--- src/rtl/match_controller.sv ---
// match_controller: game-flow sequencer between frame timing and game_logic.
// Gates the per-frame strobe, issues serve resets, detects goals from the ball
// X position, keeps both scores and latches the winner.
// Optional build macro: MATCH_CTRL_PAUSE_EN adds the PAUSE state (keys_i[3]).
module match_controller #(
    parameter int SCORE_W      = 4,
    parameter int WIN_SCORE    = 9,
    parameter int SERVE_FRAMES = 60,
    parameter int POINT_FRAMES = 30,
    parameter int KEYS_W       = 4,
    parameter int X_POS_W      = 10,
    parameter int SCREEN_H_RES = 640,
    parameter int GOAL_L       = 2,
    parameter int GOAL_R       = SCREEN_H_RES - 2
) (
    input  logic               clk_i,
    input  logic               rst_ni,
    input  logic               new_frame_i,
    input  logic [KEYS_W-1:0]  keys_i,
    input  logic [X_POS_W-1:0] ball_x_i,
    output logic               frame_en_o,
    output logic               serve_rst_o,
    output logic [2:0]         state_o,
    output logic [SCORE_W-1:0] player_score_o,
    output logic [SCORE_W-1:0] pc_score_o,
    output logic               winner_o
);

    typedef enum logic [2:0] {
        S_IDLE  = 3'd0,
        S_SERVE = 3'd1,
        S_PLAY  = 3'd2,
        S_POINT = 3'd3,
        S_OVER  = 3'd4,
        S_PAUSE = 3'd5
    } state_t;

    localparam logic [7:0]         SERVE_LOAD = 8'(SERVE_FRAMES - 1);
    localparam logic [7:0]         POINT_LOAD = 8'(POINT_FRAMES - 1);
    localparam logic [SCORE_W-1:0] WIN_VAL    = SCORE_W'(WIN_SCORE);
    localparam logic [X_POS_W-1:0] GOAL_L_X   = X_POS_W'(GOAL_L);
    localparam logic [X_POS_W-1:0] GOAL_R_X   = X_POS_W'(GOAL_R);

    state_t             state_q, state_d;
    logic [7:0]         cnt_q, cnt_d;
    logic [SCORE_W-1:0] ps_q, ps_d, pc_q, pc_d;
    logic               win_q, win_d;
    logic               fen_q, fen_d;
    logic               srst_q, srst_d;
    logic               start_q, start_prev_q;
    logic               start_press;

    // Only start/pause are consumed; the other key bits are deliberately dropped.
    logic unused_keys;
    assign unused_keys = ^keys_i;

    assign start_press = start_q & ~start_prev_q;

`ifdef MATCH_CTRL_PAUSE_EN
    logic pause_q, pause_prev_q;
    logic pause_press;
    assign pause_press = pause_q & ~pause_prev_q;

    // Pause key register and its delayed copy for edge detection.
    always_ff @(posedge clk_i or negedge rst_ni) begin
        if (!rst_ni) begin
            pause_q      <= 1'b0;
            pause_prev_q <= 1'b0;
        end else begin
            pause_q      <= keys_i[3];
            pause_prev_q <= pause_q;
        end
    end
`endif

    // State, counter, scores and all registered outputs.
    always_ff @(posedge clk_i or negedge rst_ni) begin
        if (!rst_ni) begin
            state_q      <= S_IDLE;
            cnt_q        <= '0;
            ps_q         <= '0;
            pc_q         <= '0;
            win_q        <= 1'b0;
            fen_q        <= 1'b0;
            srst_q       <= 1'b0;
            start_q      <= 1'b0;
            start_prev_q <= 1'b0;
        end else begin
            state_q      <= state_d;
            cnt_q        <= cnt_d;
            ps_q         <= ps_d;
            pc_q         <= pc_d;
            win_q        <= win_d;
            fen_q        <= fen_d;
            srst_q       <= srst_d;
            start_q      <= keys_i[2];
            start_prev_q <= start_q;
        end
    end

    // Next-state and next-output logic; gating uses the pre-transition state.
    always_comb begin
        state_d = state_q;
        cnt_d   = cnt_q;
        ps_d    = ps_q;
        pc_d    = pc_q;
        win_d   = win_q;
        fen_d   = 1'b0;
        srst_d  = 1'b0;
        case (state_q)
            S_IDLE, S_OVER: begin
                if (start_press) begin
                    state_d = S_SERVE;
                    cnt_d   = SERVE_LOAD;
                    srst_d  = 1'b1;
                    ps_d    = '0;
                    pc_d    = '0;
                end
            end
            S_SERVE, S_POINT: begin
                if (new_frame_i) begin
                    if (cnt_q != 8'd0) begin
                        cnt_d = cnt_q - 8'd1;
                    end else if (state_q == S_SERVE) begin
                        state_d = S_PLAY;
                    end else if (ps_q == WIN_VAL || pc_q == WIN_VAL) begin
                        state_d = S_OVER;
                        win_d   = (pc_q == WIN_VAL);
                    end else begin
                        state_d = S_SERVE;
                        cnt_d   = SERVE_LOAD;
                        srst_d  = 1'b1;
                    end
                end
            end
            S_PLAY: begin
                fen_d = new_frame_i;
                if (new_frame_i && ball_x_i <= GOAL_L_X) begin
                    ps_d    = (ps_q >= WIN_VAL) ? ps_q : ps_q + 1'b1;
                    state_d = S_POINT;
                    cnt_d   = POINT_LOAD;
                end else if (new_frame_i && ball_x_i >= GOAL_R_X) begin
                    pc_d    = (pc_q >= WIN_VAL) ? pc_q : pc_q + 1'b1;
                    state_d = S_POINT;
                    cnt_d   = POINT_LOAD;
                end
`ifdef MATCH_CTRL_PAUSE_EN
                else if (pause_press) begin
                    state_d = S_PAUSE;
                end
`endif
            end
`ifdef MATCH_CTRL_PAUSE_EN
            S_PAUSE: begin
                if (pause_press) state_d = S_PLAY;
            end
`endif
            default: state_d = S_IDLE;
        endcase
    end

    assign frame_en_o     = fen_q;
    assign serve_rst_o    = srst_q;
    assign state_o        = state_q;
    assign player_score_o = ps_q;
    assign pc_score_o     = pc_q;
    assign winner_o       = win_q;

endmodule

--- config.mk ---
export PLATFORM = sky130hd
export DESIGN_NAME = match_controller
export DESIGN_NICKNAME = d
export VERILOG_FILES = /design/src/rtl/match_controller.sv
export SDC_FILE = /design/constraint.sdc
export NUM_CORES = 1
export LEC_CHECK = 0
export ABC_AREA = 0
export CORE_ASPECT_RATIO = 1.75
export CORE_MARGIN = 2
export CORE_UTILIZATION = 50
export CTS_BUF_LIST = sky130_fd_sc_hd__clkbuf_16
export CTS_CLUSTER_SIZE = 10
export DETAILED_ROUTE_END_ITERATION = 12
export PLACE_DENSITY = 0.79
export SETUP_SLACK_MARGIN = 0.2
export SYNTH_ARGS = -nofsm -noshare
export SYNTH_HDL_FRONTEND = slang
export SYNTH_SLANG_ARGS = --single-unit
--- constraint.sdc ---
create_clock -name clk_i -period 2.8 [get_ports clk_i]
set_input_delay 0.42 -clock clk_i [delete_from_list [all_inputs] [get_ports clk_i]]
set_output_delay 0.42 -clock clk_i [all_outputs]
set_load 0.02 [all_outputs]
==> results by group <==
Run status
  – Status: finished clean

Timing
  – Fin crit period: 2460 ps
  – Slew Viols, Final: 0
  – Final setup viols: 0
  – Tcrit/Tclk final: 87.8%
  – F_max: 407 MHz
  – RSZ-0062 raised after global routing: no
  – Max-slew headroom: 54.9%
  – Clock skew: 1.85 ps
  – Final setup TNS: 0 ps
  – Final Hold Viols: 0
  – Final setup margin: 342 ps
  – Least-Margin Pin Slew: 666 ps

Die
  – Starting Density: 52.8%
  – Die area: 3340 µm²
  – Core Rows: 25
  – Height of the die: 74.9 µm
  – Die width: 44.5 µm
  – IO Pins: 31
  – Core area: 2720 µm²

Logic synthesis
  – Biggest area consumer among synthesized cells: dfrtp_1
  – Main flop type after synthesis: dfrtp_1
  – Fraction of synthesized area in multiplexers: 2.18%
  – Synth cell types: 46
  – Synth warnings: 0
  – Compound-Gate Fraction of Synth Area: 20.8%
  – Post-synth top area share: 41.8%
  – Area contributors post-synth: dfrtp_1, ha_1, nand2_1
  – Largest family of logic cells by synthesized area: simple AND/OR/NAND/NOR gates
  – Netlist Area Pre-Place: 1440 µm²
  – Post-synthesis simple-gate area fraction: 22.6%
  – Syn Nets: 181
  – Synth async-reset ratio: 100%
  – Synth Area in Adders: 6.09%
  – Number of flops mapped to enable cells by yosys: 0
  – Mapped Cells: 157
  – Avg Cell Area, Syn: 9.16 µm²
  – Post-synthesis register bit count: 24
  – Register area share after synthesis: 41.8%
  – Xor/xnor share of the synthesized area: 0.609%

Critical path
  – Reg2reg end: cnt_q[7]
  – Worst setup SP type: flop
  – Reg2reg path depth: 7
  – CP required: 2950 ps
  – CP endpoint: cnt_q[7]
  – Crit path DAT: 2600 ps
  – Worst setup EP type: flop
  – Worst Setup SP: cnt_q[0]
  – Worst reg2reg startpoint: cnt_q[0]
  – CP Max Fanout: 8
  – Reg2Reg Setup Slack: 340 ps
  – Kind of critical path: reg2reg

Final layout
  – Area of the multi-input gates: 758 µm²
  – Ant. Diodes: 0
  – Filler cells: 208
  – Total area of sequential cells: 601 µm²
  – Area grow syn2layout: 28.2%
  – Nets: 211
  – Share of cells above drive strength 1: 10.2%

Global routing
  – All-Layer GR Usage: 23.6%
  – Vias in the first global route: 1349
  – Grt ovf: 0
  – Largest net degree at the start of global routing: 25
  – Global-route wire length before repair: 5780 µm
  – Initial antenna violation count: 0

Run
  – MaxCap Viol Count: 0

Detailed routing
  – DR iter-0 viols: 44
  – Vias: 1299
  – Pre-antenna DRT Iters: 4
  – Via-per-instance ratio: 6.10
  – DR DRC count: 0
  – Routed Wire Length: 3500 µm
  – ANT nets after route: 0
  – Wirelength per Cell: 16.4 µm

Clocking
  – TritonCTS buffer count: 3
  – Reg clk slew, reported paths: 60 ps
  – CTS sink count: 24
  – # hold bufs at CTS: 0
  – H-tree depth: 1
  – Root Buffer: clkbuf_16
  – Later-pin clock latency in the skew report: 260 ps
  – CTS max path bufs: 2
  – CTS tree: done

Place
  – Post-DP HPWL: 2670 µm
  – IO Port Bufs: 27
  – Routability cong.: 0.915
  – Dpl ws: 270 ps

Pwr
  – VDD IR max: 0.591 mV
  – Power Density: 980 nW/µm²
  – Leakage: 0.800 nW

Worst hold path
  – Min-Delay Path Class: reg2reg
  – HP Start: start_q
[cells in the final DEF, fill, tap and decap left out, types with 2 or more instances in the layout]
cell type	n
nor4b_1	2
o21ai_0	11
o21a_1	3
a31o_2	2
o31ai_1	2
or3_1	3
buf_4	4
dfrtp_1	24
o211ai_1	2
ha_1	7
clkbuf_16	3
mux2i_1	2
nand2b_1	4
a21oi_1	6
nor2_1	13
nor3_1	8
inv_1	12
nand2_1	15
o41ai_1	4
a31oi_1	2
nand3_1	4
clkdlybuf4s50_1	27
[worst max-delay path, cell delays in order (launching register included)]
cell	delay [ps]
dfrtp_1	400
inv_1	70
ha_1	240
nor4b_2	190
and3b_1	220
a31o_2	290
or3_1	540
o41ai_1	400
[per-stage QoR]
step | std cells | utilization, % | power (W) | hold WS, ps | instance area [µm²]
global route | 213 | 67.7 | 0.00193 | 393 | 1840
detailed placement | 209 | 63.6 | 0.00139 | 365 | 1730
CTS | 213 | 67.5 | 0.00180 | 384 | 1840
floorplan | 157 | - | 0.00111 | 124 | 1440
global placement | 209 | 63.6 | 0.00135 | 363 | 1730
finish | 213 | 67.7 | 0.00181 | 382 | 1840
[area by class of cell]
class                           count  share of cell area, %
Sequential cell                    24                   32.6
Multi-Input combinational cell    115                   41.1
Tap cell                           27                   1.83
Inverter                           12                   2.44
Timing Repair Buffer               31                   16.3
Clock buffer                        3                   4.07
Clock inverter                      1                   1.63
[synth_stat cells (all sizes together) (4+ instances only)]
cell / n
nand2b: 4
inv: 12
nand3: 4
a21oi: 6
o41ai: 4
nor2: 13
o21ai: 12
dfrtp: 24
buf: 4
nor3: 8
nand2: 15
ha: 7
[state kept, by name, indices dropped and copies added, names as in the netlist, 3 cells and up]
register and cells:
cnt_q 8, pc_score_o 4, player_score_o 4, state_o 3
[where the power goes]
group          switching, W  total (W)  internal, W
Clock              0.000120   0.000404     0.000284
Combinational      0.000445   0.000810     0.000366
Sequential         0.000145   0.000591     0.000447
[routing by layer]
layer | wire (µm) | global-route usage [%]
met5 | 0 | 0
met3 | 182 | 3.84
met1 | 1250 | 23.2
met2 | 1990 | 45.7
met4 | 78 | 10.4
[worst min-delay path by stage]
stage	cells after the start	endpoint	slack [ps]
3_3_place_gp	0	start_prev_q	360
3_5_place_dp	0	start_prev_q	370
4_1_cts	0	start_prev_q	380
5_1_grt	0	start_prev_q	390
2_1_floorplan	0	cnt_q[0]	120
6_report	0	start_prev_q	380
[what timing repair did]
action | in CTS | in global routing
setup buffers | 0 | 0
endpoints found under the setup margin | 0 | 2
gates resized for setup | 0 | 1
[cells by family after synthesis]
family	Yosys count
and+or+nand+nor	61
adders and majority gates	7
buffers and inverters	18
muxes	3
DFF	24
xor gates and xnor gates	1
AOI/OAI and AO/OA	43
Note: power is estimated with default switching activity, not from simulation.
